File: src/rtl/chunk_adder.sv
// ---------------------------------------------------------------------------
// chunk_adder : multi-cycle WIDTH-bit adder/subtractor, CHUNK bits per clock
// Revision    : 1.0
// ---------------------------------------------------------------------------
`default_nettype none

module chunk_adder #(
  parameter int WIDTH = 16,
  parameter int CHUNK = 4
) (
  input  logic             clk,
  input  logic             rst,
  input  logic             start,
  input  logic             mode,
  input  logic [WIDTH-1:0] a,
  input  logic [WIDTH-1:0] b,
  input  logic             ci,
  output logic             busy,
  output logic             done,
  output logic [WIDTH-1:0] sum,
  output logic             cout,
  output logic             ovf
);

  localparam int N   = WIDTH / CHUNK;
  localparam int CW  = (N > 1) ? $clog2(N) : 1;
  localparam int MSB = WIDTH - 1;
  localparam logic [CW-1:0] LAST_CNT = CW'(N - 1);

  typedef enum logic [1:0] {
    S_IDLE = 2'd0,
    S_RUN  = 2'd1,
    S_DONE = 2'd2
  } state_t;

  state_t            r_state;
  state_t            w_state_nxt;
  logic              w_accept;
  logic              w_last;

  logic [WIDTH-1:0]  r_a;
  logic [WIDTH-1:0]  r_b;
  logic              r_carry;
  logic [CW-1:0]     r_cnt;
  logic [WIDTH-1:0]  r_work;
  logic [WIDTH-1:0]  r_sum;
  logic              r_cout;
  logic              r_ovf;

  logic [CHUNK-1:0]  w_a_chunk;
  logic [CHUNK-1:0]  w_b_chunk;
  logic [CHUNK:0]    w_chunk_sum;
  logic [WIDTH-1:0]  w_work_nxt;

  always_ff @(posedge clk) begin
    if (rst) begin
      r_state <= S_IDLE;
    end else begin
      r_state <= w_state_nxt;
    end
  end

  always_comb begin
    w_state_nxt = r_state;
    w_accept    = 1'b0;
    w_last      = 1'b0;
    case (r_state)
      S_IDLE: begin
        if (start) begin
          w_accept    = 1'b1;
          w_state_nxt = S_RUN;
        end
      end
      S_RUN: begin
        if (r_cnt == LAST_CNT) begin
          w_last      = 1'b1;
          w_state_nxt = S_DONE;
        end
      end
      S_DONE: begin
        if (start) begin
          w_accept    = 1'b1;
          w_state_nxt = S_RUN;
        end else begin
          w_state_nxt = S_IDLE;
        end
      end
      default: w_state_nxt = S_IDLE;
    endcase
  end

  // One chunk of the ripple chain per cycle; the carry is the only state
  // that crosses chunk boundaries.
  always_comb begin
    w_a_chunk   = r_a[int'(r_cnt) * CHUNK +: CHUNK];
    w_b_chunk   = r_b[int'(r_cnt) * CHUNK +: CHUNK];
    w_chunk_sum = {1'b0, w_a_chunk} + {1'b0, w_b_chunk} + {{CHUNK{1'b0}}, r_carry};
    w_work_nxt  = r_work;
    w_work_nxt[int'(r_cnt) * CHUNK +: CHUNK] = w_chunk_sum[CHUNK-1:0];
  end

  always_ff @(posedge clk) begin
    if (rst) begin
      r_a     <= '0;
      r_b     <= '0;
      r_carry <= 1'b0;
      r_cnt   <= '0;
      r_work  <= '0;
      r_sum   <= '0;
      r_cout  <= 1'b0;
      r_ovf   <= 1'b0;
    end else if (w_accept) begin
      // Subtraction is a + ~b + 1: invert b once here and seed the carry.
      r_a     <= a;
      r_b     <= mode ? ~b : b;
      r_carry <= mode ? 1'b1 : ci;
      r_cnt   <= '0;
      r_work  <= '0;
    end else if (r_state == S_RUN) begin
      r_work  <= w_work_nxt;
      r_carry <= w_chunk_sum[CHUNK];
      r_cnt   <= r_cnt + 1'b1;
      if (w_last) begin
        // The last chunk holds the MSB, so its sum bit is the result sign.
        r_sum  <= w_work_nxt;
        r_cout <= w_chunk_sum[CHUNK];
        r_ovf  <= (r_a[MSB] == r_b[MSB]) && (w_chunk_sum[CHUNK-1] != r_a[MSB]);
      end
    end
  end

  assign busy = (r_state == S_RUN);
  assign done = (r_state == S_DONE);
  assign sum  = r_sum;
  assign cout = r_cout;
  assign ovf  = r_ovf;

endmodule

`default_nettype wire

File: config.mk
export PLATFORM = sky130hd
export DESIGN_NAME = chunk_adder
export DESIGN_NICKNAME = d
export VERILOG_FILES = /design/src/rtl/chunk_adder.sv
export SDC_FILE = /design/constraint.sdc
export NUM_CORES = 1
export LEC_CHECK = 0
export BUFFER_PORTS_ARGS = -buffer_cell sky130_fd_sc_hd__buf_4
export CAP_MARGIN = 40
export CORE_MARGIN = 5
export CORE_UTILIZATION = 47
export DETAILED_ROUTE_END_ITERATION = 6
export GPL_ROUTABILITY_DRIVEN = 0
export HOLD_SLACK_MARGIN = 0.12
export PLACE_DENSITY = 0.68
export SLEW_MARGIN = 20
export SYNTH_ARGS = -nofsm -noshare
export SYNTH_HDL_FRONTEND = slang
export SYNTH_SLANG_ARGS = --single-unit
File: constraint.sdc
create_clock -name clk -period 4.2 [get_ports clk]
set_input_delay 0.21 -clock clk [delete_from_list [all_inputs] [get_ports clk]]
set_output_delay 0.21 -clock clk [all_outputs]
set_load 0.02 [all_outputs]
* Word-level counts from Yosys, hierarchy flattened
Index checks and enable logic that the tools add are counted.
** Cells by class
- Add/sub/neg operators :: 4
- Multipliers :: 0
- Divide/modulo/power cells :: 0
- Magnitude comparators :: 0
- Equality and inequality tests :: 7
- Shift-type cells :: 4
- Muxes and demuxes :: 13
- Bitwise gates (word level) :: 2
- Reduce and logical (&&, ||, !) cells :: 7
** Operator list (number)
- 4-bit negator with 33-bit output :: 1
- 4-bit by 33-bit variable shift with 16-bit output, first input constant :: 1
- 4-bit by 33-bit indexed part select with 16-bit output :: 1
- 16-bit by 5-bit indexed part select with 4-bit output :: 2
- 16-bit bitwise mux :: 1
- 16-bit 2-to-1 mux :: 1
- 16-bit NOT :: 1
- 1-bit 2-to-1 mux :: 8
- 2-bit case mux with 3 select lines :: 1
- 4-bit by 4-bit adder with 5-bit output :: 1
- 5-bit by 1-bit adder with 5-bit output :: 1
- 2-bit equality test, second input constant :: 2
- 2-bit 2-to-1 mux :: 2
- 2-bit OR reduction :: 2
- 3-bit AND reduction :: 1
- 2-bit by 1-bit adder with 2-bit output, second input constant :: 1
- 2-bit by 1-bit equality test with 1-bit output, second input constant :: 1
- 2-bit logical NOT :: 1
- 2-bit by 1-bit inequality test with 1-bit output, second input constant :: 1
- 2-bit inequality test, second input constant :: 1
- 2-bit AND reduction :: 1
- 2-bit nonzero test :: 1
- 1-bit equality test :: 1
- 1-bit logical AND :: 1
- other kinds (2) :: 2
** Word-level totals
- Bits in registers :: 71
- Latch bits :: 0
- RAM bits :: 0
- Bits in read-only memories :: 0
- Input port bits :: 37
- Output and inout port bits :: 20
- Logic and storage cells :: 46
- Memories kept :: 0

* Logic depth before layout (Yosys ltp)
Gate-level depths: netlist (run 1).
- Word-level depth :: 5
- Mapped depth :: 8
- Gate-level depth less buffers :: 7

* Worst setup path after synthesis (run 1)
Ideal clock, no wire load.
- Path kind :: register -> register
- Start :: register r_cnt[0]
- End :: register r_sum[5] (netlist: sum[5])
- Library setup time :: 86 ps
- Arrival :: 2870 ps
- Data required time :: 4114 ps
- Slack :: 1245 ps
- Cell stages (with the launch flop) :: 9
- Buffers on the path :: 1
- Period minus slack after synthesis :: 2955 ps
- Cell sequence :: dfxtp_1 -> buf_2 -> mux4_2 -> fa_1 -> fa_1 -> nor2b_1 -> and4_1 -> a21oi_1 -> a211oi_1
** On the way
- Cells in the longest elaborated chain, start to end :: 5
- Elaborated cells on any way between the ends :: 12
- Those cells by class :: 3 x add/sub; 1 x eq/ne; 4 x shift; 3 x mux; 1 x reduce/logical
** RTL lines
- start: declaration :: line 44 : logic [CW-1:0] r_cnt;
- start signal: assignment :: line 122 : r_cnt <= r_cnt + 1'b1;
- 16-bit by 5-bit indexed part select with 4-bit output (on tied branches) :: line 95, 96
- 4-bit by 4-bit adder with 5-bit output :: line 97 : w_chunk_sum = {1'b0, w_a_chunk} + {1'b0, w_b_chunk} + {{CHUNK{1'b0}}, r_carry};
- 5-bit by 1-bit adder with 5-bit output :: line 97
- 4-bit by 33-bit indexed part select with 16-bit output :: line 99 : w_work_nxt[int'(r_cnt) * CHUNK +: CHUNK] = w_chunk_sum[CHUNK-1:0];
- 16-bit bitwise mux :: line 99
- end signal: assignment :: line 125 : r_sum <= w_work_nxt;
- end: declaration :: line 46 : logic [WIDTH-1:0] r_sum;
Parallel ways exist; a longest one is shown, timed or not.
A chain may end at the register's enable or synchronous reset.

* Worst setup path in the final report (run 1)
- Start :: register r_cnt[0]
- End :: register r_work[5]
** On the way
- Cells in the longest elaborated chain, start to end :: 5
- Elaborated cells on any way between the ends :: 8
- Those cells by class :: 3 x add/sub; 4 x shift; 1 x mux
** RTL lines
- 16-bit by 5-bit indexed part select with 4-bit output (on tied branches) :: line 95, 96
- 4-bit by 4-bit adder with 5-bit output :: line 97
- 5-bit by 1-bit adder with 5-bit output :: line 97
- 4-bit by 33-bit indexed part select with 16-bit output :: line 99
- 16-bit bitwise mux (*) :: line 99
- end signal: assignment :: line 120 : r_work <= w_work_nxt;
- end: declaration :: line 45 : logic [WIDTH-1:0] r_work;
Every way passes the cells marked *; elsewhere a longest branch is shown, timed or not.

==> run metrics, run 1 <==
outcome=finished clean; clock tree from TritonCTS=built; Routed WL=7.56 mm; internal power=1180 uW; FP Rows=30; Buffers on Ports=56; Switch Pwr=389 uW; Synth Register Bits=71; largest cells by area after synthesis=dfxtp_1, a211oi_1, nor2_1; Layout area overhead=25.5%; DR WL/cell=14.3 um; Worst-path clk slew=0.07 ns; Clock Tree Buf Depth=2; # fillers=633; Yosys top cell area share=42.9%; setup_tns=0 ns; commonest non-fill, non-tap cells in the layout=dfxtp_1, buf_4, nor2_1, nand2_1, a211oi_1; register area share after synthesis=42.9%; Iter 0 DRT Violations=159; Max Slew Vio Count=0; RR Startpoint=r_cnt[0]$_SDFFE_PP0P_; Crit. Startpoint=r_cnt[0]$_SDFFE_PP0P_; Yosys cell types=40; die area=8820 um2; Clock Latency Late Sink=0.34 ns; Worst Setup End Kind=flip-flop; maximum vdd ir drop=0.000176 V; grt ovf=0; H-Tree Level Count=3; maximum clock rate=332 MHz; Power Density=378 nW/um2; Clock Power Share=38.6%; Final setup viols=0; dpl hpwl=5.23 mm; Antenna Nets Post-Route=0; Cell Area, Synth=3310 um2; starting density of the core=48.5%; Worst-Margin Slew=0.769 ns; vias in the first global route=2626; crit start category=flip-flop; Crit path arrival time=3.26 ns; DRT Pass-1 Iters=5; Net Count, Synth=418; TritonCTS Buffers=9; Reg power frac=46.1%; clk sinks=71; antenna violations before repair=0; final net count=476; fin crit share=71.7%; ant diodes=0; Hold Crit Class=input pin to flip-flop; Sw Ratio=24.8%; max_slew headroom=48.8%; all-layer global routing usage=18.6%; kind of critical path=flip-flop to flip-flop; power share of the combinational group=15.3%; syn avg cell area=8.95 um2; commonest non-fill, non-tap cell in the layout=dfxtp_1; first-pass GRT wire length=12.8 mm; share of cells above drive strength 1=21.0%; RSZ-0062 raised after global routing=no; DRC Markers=0; CP endpoint=r_work[5]$_SDFFE_PP0P_; Top Ports=57; Cells after Synth=370; max-cap violation count=0; Tmin final=3.01 ns; reg2reg path depth=7; Synth warnings=0; Req. time, crit path=4.45 ns; root buf cell=clkbuf_8; Fin. Hold Viols=0; skew final=0.00614 ns; total power=1570 uW; flop2flop setup slack=1.19 ns; Via Count=2771; Reg-to-Reg End=r_work[5]$_SDFFE_PP0P_; peak fanout along the critical path=7; Core Footprint=6830 um2; leakage power=0.00160 uW; post-synth top area cell=dfxtp_1; die width=93.9 um; Die Ht=93.9 um; largest net degree at the start of global routing=55; via-per-instance ratio=5.24
## worst min path at each step
stage	endpoint	cells after the start	startpoint
2_1_floorplan	r_a[0]$_SDFFE_PP0P_	2	a[0]
3_3_place_gp	r_a[3]$_SDFFE_PP0P_	2	r_a[3]$_SDFFE_PP0P_
3_5_place_dp	r_a[5]$_SDFFE_PP0P_	2	r_a[5]$_SDFFE_PP0P_
4_1_cts	r_a[3]$_SDFFE_PP0P_	3	a[3]
5_1_grt	r_b[10]$_SDFFE_PP0P_	3	b[10]
6_report	r_a[3]$_SDFFE_PP0P_	3	a[3]
## area by class of cell
type | count | area (um2) | area share, %
multi-input cells | 265 | 1740 | 41.9
inverters | 6 | 22.5 | 0.542
clock buffers | 13 | 159 | 3.82
repair buffers | 75 | 628 | 15.1
flip-flops and latches | 71 | 1420 | 34.2
clock inverters | 3 | 65.1 | 1.57
well taps | 96 | 120 | 2.89
## cells by family (layout without fill, tap and decap cells)
kind of cell / after synthesis / after routing / synth area share (%)
DFF: 71 / 71 / 42.9
and+or+nand+nor: 142 / 142 / 19.8
AOI/OAI and AO/OA: 86 / 86 / 17.7
xor gates and xnor gates: 18 / 18 / 4.76
buffers and inverters: 34 / 97 / 4.76
adders and majority gates: 11 / 11 / 4.61
muxes: 8 / 8 / 5.44
## flip-flops by register name, summed over array words and instances, names as in the netlist
signal	cells
r_a	16
r_b	16
r_work	16
sum	16
r_cnt	2
r_state	2
cout	1
ovf	1
r_carry	1
## through the flow
stage	setup WS, ns	hold slack, ns	cells	util, %	instance area (um2)
global route	0.914	0.135	529	60.8	4160
global placement	1.28	0.440	496	54.7	3740
floorplan	1.24	0.346	370	-	3310
CTS	1.19	0.131	529	60.8	4160
detailed placement	1.17	0.450	498	55.3	3780
finish	1.19	0.148	529	60.8	4160
## synthesized netlist by cell type
library cell and n:
nor4_2 1, buf_1 4, a22oi_1 4, and3_4 1
nand4_1 4, a21boi_1 1, nor2b_1 7, mux4_2 8
and2_1 2, nand3_1 8, a311oi_2 1, nand2_1 44
ha_1 9, dfxtp_1 71, nand2b_1 3, and4_1 2
nor3_2 1, clkbuf_1 10, a2111oi_0 1, or4_4 1
and3_1 2, a221oi_1 6, o21ai_0 1, fa_1 2
nor3b_1 1, a32oi_1 2, nor2_1 52, inv_1 6
o211ai_1 1, and2b_1 2, buf_4 5, xor2_1 1
nor3_1 10, xnor2_1 17, a211oi_1 33, a21o_2 2
or3_2 1, a21oi_1 29, a31oi_1 5, buf_2 9
## worst max-delay path: stages (launching register included)
cell      delay (ns)
dfxtp_1         0.56
mux4_2          0.59
fa_1            0.48
fa_1            0.57
nor2b_1         0.23
and4_1          0.22
a21oi_1         0.05
a211oi_1        0.22
## layer usage
metal  GRT usage, %  wire, um
met1           23.6      3390
met2           29.9      3700
met3           5.29       398
met4           6.98        73
met5              0         0
## timing repair
| item | in CTS | in global routing |
|---|---|---|
| hold endpoints to repair | 15 | 0 |
| hold buffers | 15 | 0 |
| buffers inserted | 0 | 0 |
| resized for setup | 0 | 0 |
## power groups by stage
stage,Sequential [uW],Clock (uW),Combinational [uW]
2_1_floorplan,732,0,166
3_3_place_gp,740,0,218
3_5_place_dp,740,0,227
4_1_cts,725,625,239
5_1_grt,729,657,268
6_report,725,607,240
Power figures use the tool's default switching activity.
==> run 2, diff against run 1 <==
--- a/config.mk
+++ b/config.mk
@@ -5,6 +5,7 @@
 export SDC_FILE = /design/constraint.sdc
 export NUM_CORES = 1
 export LEC_CHECK = 0
+export ABC_AREA = 1
 export BUFFER_PORTS_ARGS = -buffer_cell sky130_fd_sc_hd__buf_4
 export CAP_MARGIN = 40
 export CORE_MARGIN = 5
@@ -12,7 +13,7 @@
 export DETAILED_ROUTE_END_ITERATION = 6
 export GPL_ROUTABILITY_DRIVEN = 0
 export HOLD_SLACK_MARGIN = 0.12
-export PLACE_DENSITY = 0.68
+export PLACE_DENSITY = 0.7
 export SLEW_MARGIN = 20
 export SYNTH_ARGS = -nofsm -noshare
 export SYNTH_HDL_FRONTEND = slang
==> constraint.sdc (replaced) <==
create_clock -name clk -period 2.5 [get_ports clk]
set_input_delay 0.125 -clock clk [delete_from_list [all_inputs] [get_ports clk]]
set_output_delay 0.125 -clock clk [all_outputs]
set_load 0.02 [all_outputs]
==> run 2 against run 1 <==
Wire length increased by 12%. Area after synthesis increased by 3.2%. Non-clock buffer count increased by 28. Global-route usage increased by 1.1 points. Final cell count increased by 21%. Critical path depth increased by 5. Highest routed layer unchanged.
==> run metrics, run 2 <==
Async S/R FF share, synth=0% (unchanged); Non-Filler Instances=640 (+21%); TritonCTS Buffers=9 (unchanged); max-cap violation count=0 (unchanged); Worst Setup End Kind=flip-flop; Iter 0 DRT Violations=130 (-18%); kind of critical path=flip-flop to flip-flop; all-layer global routing usage=19.7% (+1.1 points); Switch Pwr=747 uW (+92%); Worst-Margin Slew=0.516 ns (-0.253 ns); H-Tree Level Count=3 (unchanged); # fillers=659 (+4.1%); Post-synth EDFFs=0 (unchanged); vias in the first global route=3024 (+15%); DRC Markers=0 (unchanged); antenna violations before repair=0 (unchanged); Fin. Hold Viols=0 (unchanged); commonest non-fill, non-tap cells in the layout=buf_4, o21ai_0, dfxtp_1, inv_1, nor2_1; Hold Crit Class=input pin to flip-flop; Cells after Synth=448 (+21%); Reg power frac=45.6% (-0.5 points); die width=95.3 um (+1.4%); Buffers on Ports=56 (unchanged); Clock Tree Buf Depth=2 (unchanged); FP Rows=31 (+3.3%); Antenna Nets Post-Route=0 (unchanged); Synth Flop Type=dfxtp_1; Power Density=605 nW/um2 (+60%); Die Ht=95.3 um (+1.4%); # Post-CTS Setup Buffers=0 (unchanged); dpl ws=0.0701 ns (-1.10 ns); leakage power=0.00214 uW (+34%); Max Slew Vio Count=0 (unchanged); internal power=1970 uW (+67%); maximum clock rate=425 MHz (+28%); clock tree from TritonCTS=built; power share of the combinational group=19.7% (+4.4 points); skew final=0.00808 ns (+0.00195 ns); commonest non-fill, non-tap cell in the layout=buf_4; Synth Register Bits=71 (unchanged); Core Footprint=7180 um2 (+5.0%); max_slew headroom=65.6% (+17 points); Final setup viols=0 (unchanged); Net Count, Synth=496 (+19%); peak fanout along the critical path=8 (+1); Top Ports=57 (unchanged); Sw Ratio=27.4% (+2.7 points); post-layout util=62.7% (+1.8 points); setup_tns=0 ns (unchanged); Crit path arrival time=2.64 ns (-0.62 ns); Yosys top cell area share=41.6% (-1.3 points); Synth warnings=0 (unchanged); syn avg cell area=7.62 um2 (-15%); Req. time, crit path=2.79 ns (-1.66 ns); fin crit share=94.0% (+22 points); Via Count=3176 (+15%); maximum vdd ir drop=0.000318 V (+81%); Cells after DPL=591 (+19%); most frequent cells after synthesis=dfxtp_1, o21ai_0, inv_1; Worst-path clk slew=0.07 ns (about the same); crit start category=flip-flop; outcome=finished clean; dpl hpwl=5.92 mm (+13%); DRT Pass-1 Iters=4 (-1); Tmin final=2.35 ns (-0.661 ns); Routed WL=8.48 mm (+12%); Cell Area, Synth=3420 um2 (+3.2%); Clock Latency Late Sink=0.35 ns (about the same); die area=9070 um2 (+2.8%); ant diodes=0 (unchanged); grt ovf=0 (unchanged); Clock Power Share=34.7% (-3.9 points); first-pass GRT wire length=13.9 mm (+8.8%); largest net degree at the start of global routing=49 (-11%); clk sinks=71 (unchanged); root buf cell=clkbuf_8; post-synth top area cell=dfxtp_1; RSZ-0062 raised after global routing=no; Yosys cell types=31 (-23%); DR WL/cell=13.2 um (-7.4%); starting density of the core=47.6% (-0.86 points); share of cells above drive strength 1=19.0% (-2.0 points); total power=2720 uW (+73%); largest cells by area after synthesis=dfxtp_1, o21ai_0, inv_1; setup ws final=0.150 ns (-1.04 ns); most common cell in the netlist=dfxtp_1; final net count=584 (+23%); register area share after synthesis=41.6% (-1.3 points); via-per-instance ratio=4.96 (-5.3%); Layout area overhead=31.6%
[run 2: cell types whose count changed after synthesis, sizes merged, moves of 15 or more]
cell / delta
o22ai: +15
inv: +63
o21ai: +79
a211oi: -32
nand2: -20
[run 2: kinds of logic (layout without fill, tap and decap cells)]
logic type / Yosys count / count (layout) / share of synthesized area [%]
flops: 71 / 71 / 41.6
fa+ha+maj: 11 / 11 / 4.47
buf+inv: 95 / 188 / 11.8
simple gates: 102 / 102 / 13.3
xor+xnor: 17 / 17 / 4.36
compound gates: 152 / 152 / 24.5
[run 2: cell type report]
class,instances,area (um2),area share [%]
inverters,69,259,5.76
multi-input cells,282,1620,36.1
well taps,99,124,2.76
repair buffers,103,856,19.0
clock buffers,13,169,3.76
clock inverters,3,40.0,0.891
flip-flops and latches,71,1420,31.7
[run 2: timing repair]
item                                    4_1_cts  5_1_grt
endpoints found under the hold margin        34        0
gates resized for setup                       0        8
endpoints found under the setup margin        0       11
hold buffers                                 33        0
[run 2: power by group through the flow]
stage          Sequential (uW)  Clock (uW)  Combinational [uW]
4_1_cts                   1240         963                 512
3_3_place_gp              1260           0                 457
6_report                  1240         945                 536
2_1_floorplan             1250           0                 333
3_5_place_dp              1260           0                 468
5_1_grt                   1250        1020                 597
[run 2: final timing paths]
kind	startpoint	to	slack [ns]	cells after the start
worst max-delay path	r_cnt[0]$_SDFFE_PP0P_	r_work[6]$_SDFFE_PP0P_	0.15	12
worst min-delay path	ci	r_carry$_SDFFE_PP0P_	0.19	3
worst max register to register	r_cnt[0]$_SDFFE_PP0P_	r_work[6]$_SDFFE_PP0P_	0.15	12
worst min register to register	r_a[15]$_SDFFE_PP0P_	r_a[15]$_SDFFE_PP0P_	0.51	2
[run 2: worst max-delay path: stages (launching register included)]
cell     delay [ns]
dfxtp_2        0.34
buf_4          0.16
nor2_1         0.14
o22ai_1        0.13
fa_2           0.40
fa_2           0.38
xor2_2         0.15
nand2_1        0.08
nor2_1         0.14
nand2_1        0.06
o21ai_0        0.11
o21ai_0        0.12
inv_1          0.07
[run 2: stage by stage]
step	area [um2]	hold WS (ns)
3_3_place_gp	3920	0.301
3_5_place_dp	3920	0.303
2_1_floorplan	3420	0.194
5_1_grt	4500	0.194
4_1_cts	4460	0.185
6_report	4500	0.190
[run 2: layer usage]
metal	vias to the layer above	global-route usage (%)	part of all wire, %
li1	1641	-	-
met1	1442	23.0	43
met2	76	35.0	51
met3	17	4.10	4.3
met4	0	7.57	1.9
met5	-	0	0
==> run 3, diff against run 2 <==
--- a/config.mk
+++ b/config.mk
@@ -8,12 +8,13 @@
 export ABC_AREA = 1
 export BUFFER_PORTS_ARGS = -buffer_cell sky130_fd_sc_hd__buf_4
 export CAP_MARGIN = 40
+export CORE_ASPECT_RATIO = 1.2
 export CORE_MARGIN = 5
 export CORE_UTILIZATION = 47
 export DETAILED_ROUTE_END_ITERATION = 6
 export GPL_ROUTABILITY_DRIVEN = 0
 export HOLD_SLACK_MARGIN = 0.12
-export PLACE_DENSITY = 0.7
+export PLACE_DENSITY = 0.83
 export SLEW_MARGIN = 20
 export SYNTH_ARGS = -nofsm -noshare
 export SYNTH_HDL_FRONTEND = slang
==> constraint.sdc (replaced) <==
create_clock -name clk -period 2.5 [get_ports clk]
set_input_delay 0.375 -clock clk [delete_from_list [all_inputs] [get_ports clk]]
set_output_delay 0.375 -clock clk [all_outputs]
set_load 0.02 [all_outputs]
==> run 3 against run 2 <==
Non-clock buffer count fell by 34. Die area about the same. Critical endpoint unchanged. Largest cell class unchanged. Sequential cell count did not move.
==> run metrics, run 3 (synthesized netlist as in run 2, its figures left out) <==
outcome=finished clean; max-cap violation count=0 (unchanged); fin area=4200 um2 (-6.6%); Crit path top cell by count=o21ai_0; # fillers=641 (-2.7%); Cell Area, Placed=3880 um2 (-1.1%); TritonCTS Buffers=9 (unchanged); commonest non-fill, non-tap cells in the layout=dfxtp_1, buf_4, o21ai_0, inv_1, nor2_1; DRC Markers=0 (unchanged); Core Footprint=7190 um2 (+0.19%); dpl ws=0.0359 ns (-0.0341 ns); H-Tree Level Count=3 (unchanged); share of cells above drive strength 1=20.5% (+1.5 points); Clock Latency Late Sink=0.35 ns (about the same); max_slew headroom=67.1% (+1.5 points); all-layer global routing usage=18.2% (-1.5 points); Top Ports=57 (unchanged); final net count=550 (-5.8%); grt ovf=0 (unchanged); DR WL/cell=13.1 um (-0.87%); crit path cell chain=buf_4 > o21ai_0 > o22ai_1 > fa_2 > fa_2 > xor2_2 > nand2_1 > nor2_2 > nand2_1 > o21ai_0 > o21ai_0 > inv_1; Buffers on Ports=56 (unchanged); Crit path arrival time=2.64 ns (about the same); Hold Crit Class=input pin to flip-flop; Routed WL=7.84 mm (-7.5%); Worst Setup End Kind=flip-flop; root buf cell=clkbuf_8; Iter 0 DRT Violations=150 (+15%); power share of the combinational group=16.7% (-3.0 points); skew final=0.00808 ns (-0.00000585 ns); hold-fix buffer count after cts=0 (-100%); ant diodes=0 (unchanged); Power Density=694 nW/um2 (+15%); die width=87.8 um (-7.8%); setup_tns=0 ns (unchanged); maximum clock rate=417 MHz (-2.0%); FP Rows=34 (+9.7%); largest net degree at the start of global routing=49 (unchanged); Worst-Margin Slew=0.493 ns (-0.0225 ns); Non-Filler Instances=597 (-6.7%); Die Ht=103 um (+8.5%); post-layout util=58.4% (-4.2 points); clk sinks=71 (unchanged); Final setup viols=0 (unchanged); leakage power=0.00201 uW (-6.3%); Slowest-stage cell, CP=fa_2; starting density of the core=47.5% (-0.091 points); Cells after DPL=578 (-2.2%); crit start category=flip-flop; maximum vdd ir drop=0.000376 V (+18%); commonest non-fill, non-tap cell in the layout=dfxtp_1; Clock Tree Buf Depth=2 (unchanged); CP top delay family=adder cells; dpl hpwl=5.66 mm (-4.4%); Sw Ratio=25.8% (-1.6 points); Layout area overhead=22.9%; Fin. Hold Viols=0 (unchanged); Clock Power Share=40.7% (+6.0 points); Worst-path clk slew=0.07 ns (about the same); first-pass GRT wire length=13.0 mm (-6.5%); Crit path largest cell delay=0.39 ns (about the same); Max Slew Vio Count=0 (unchanged); DRT Pass-1 Iters=5 (+1); Tmin final=2.40 ns (+0.0488 ns); Antenna Nets Post-Route=0 (unchanged); Switch Pwr=752 uW (+0.76%); via-per-instance ratio=5.24 (+5.6%); die area=9080 um2 (about the same); clock tree from TritonCTS=built; Req. time, crit path=2.74 ns (-0.05 ns); Reg power frac=42.6% (-3.0 points); antenna violations before repair=0 (unchanged); internal power=2160 uW (+9.4%); kind of critical path=flip-flop to flip-flop; Via Count=3130 (-1.4%); setup ws final=0.101 ns (-0.0488 ns); fin crit share=96.0% (+2.0 points); vias in the first global route=3014 (-0.33%); peak fanout along the critical path=7 (-1); Buf/Inv on CP=2 (unchanged)
-- run 3: repair_timing --
item	in CTS	in global routing
endpoints found under the hold margin	0	0
gates resized for setup	0	14
buffers inserted	0	3
endpoints found under the setup margin	0	18
-- run 3: area by class of cell --
class	count	area [um2]	share of cell area (%)
clock buffers	10	128	3.04
clock inverters	6	133	3.16
inverters	69	263	6.26
multi-input cells	282	1620	38.6
flip-flops and latches	71	1430	34.0
well taps	90	113	2.68
repair buffers	69	515	12.3
-- run 3: worst paths after layout --
kind                               from                      end  slack (ns)  cells past startpoint
setup / recovery  r_cnt[0]$_SDFFE_PP0P_   r_work[6]$_SDFFE_PP0P_        0.10                     12
hold / removal                      rst  r_state[0]$_SDFFE_PP0P_        0.20                      2
setup reg to reg  r_cnt[0]$_SDFFE_PP0P_   r_work[6]$_SDFFE_PP0P_        0.10                     12
hold reg to reg    r_a[15]$_SDFFE_PP0P_     r_a[15]$_SDFFE_PP0P_        0.52                      2
-- run 3: per-stage QoR --
stage | total power [uW] | hold slack (ns)
floorplan | 1580 | 0.444
global placement | 1710 | 0.494
detailed placement | 1720 | 0.502
CTS | 2900 | 0.190
global route | 3050 | 0.194
finish | 2910 | 0.201
-- run 3: power by group through the flow --
stage	Combinational, uW	Clock [uW]	Sequential (uW)
detailed placement	456	0	1260
finish	486	1190	1240
global route	549	1260	1250
CTS	459	1200	1240
floorplan	333	0	1250
global placement	443	0	1260
-- run 3: worst reg2reg max path, cell delays in order, from the launching register on --
cell and delay [ns]:
dfxtp_4 0.37, buf_4 0.15, o21ai_0 0.16, o22ai_1 0.12, fa_2 0.39, fa_2 0.38, xor2_2 0.16, nand2_1 0.11
nor2_2 0.05, nand2_1 0.05, o21ai_0 0.10, o21ai_0 0.20, inv_1 0.05
-- run 3: per-layer routing --
| layer | vias to the layer above | part of all wire, % | GRT usage [%] |
|---|---|---|---|
| li1 | 1574 | - | - |
| met2 | 89 | 50 | 30.7 |
| met3 | 22 | 5.3 | 4.75 |
| met1 | 1445 | 42 | 21.3 |
| met4 | 0 | 2.8 | 8.85 |
| met5 | - | 0 | 0 |
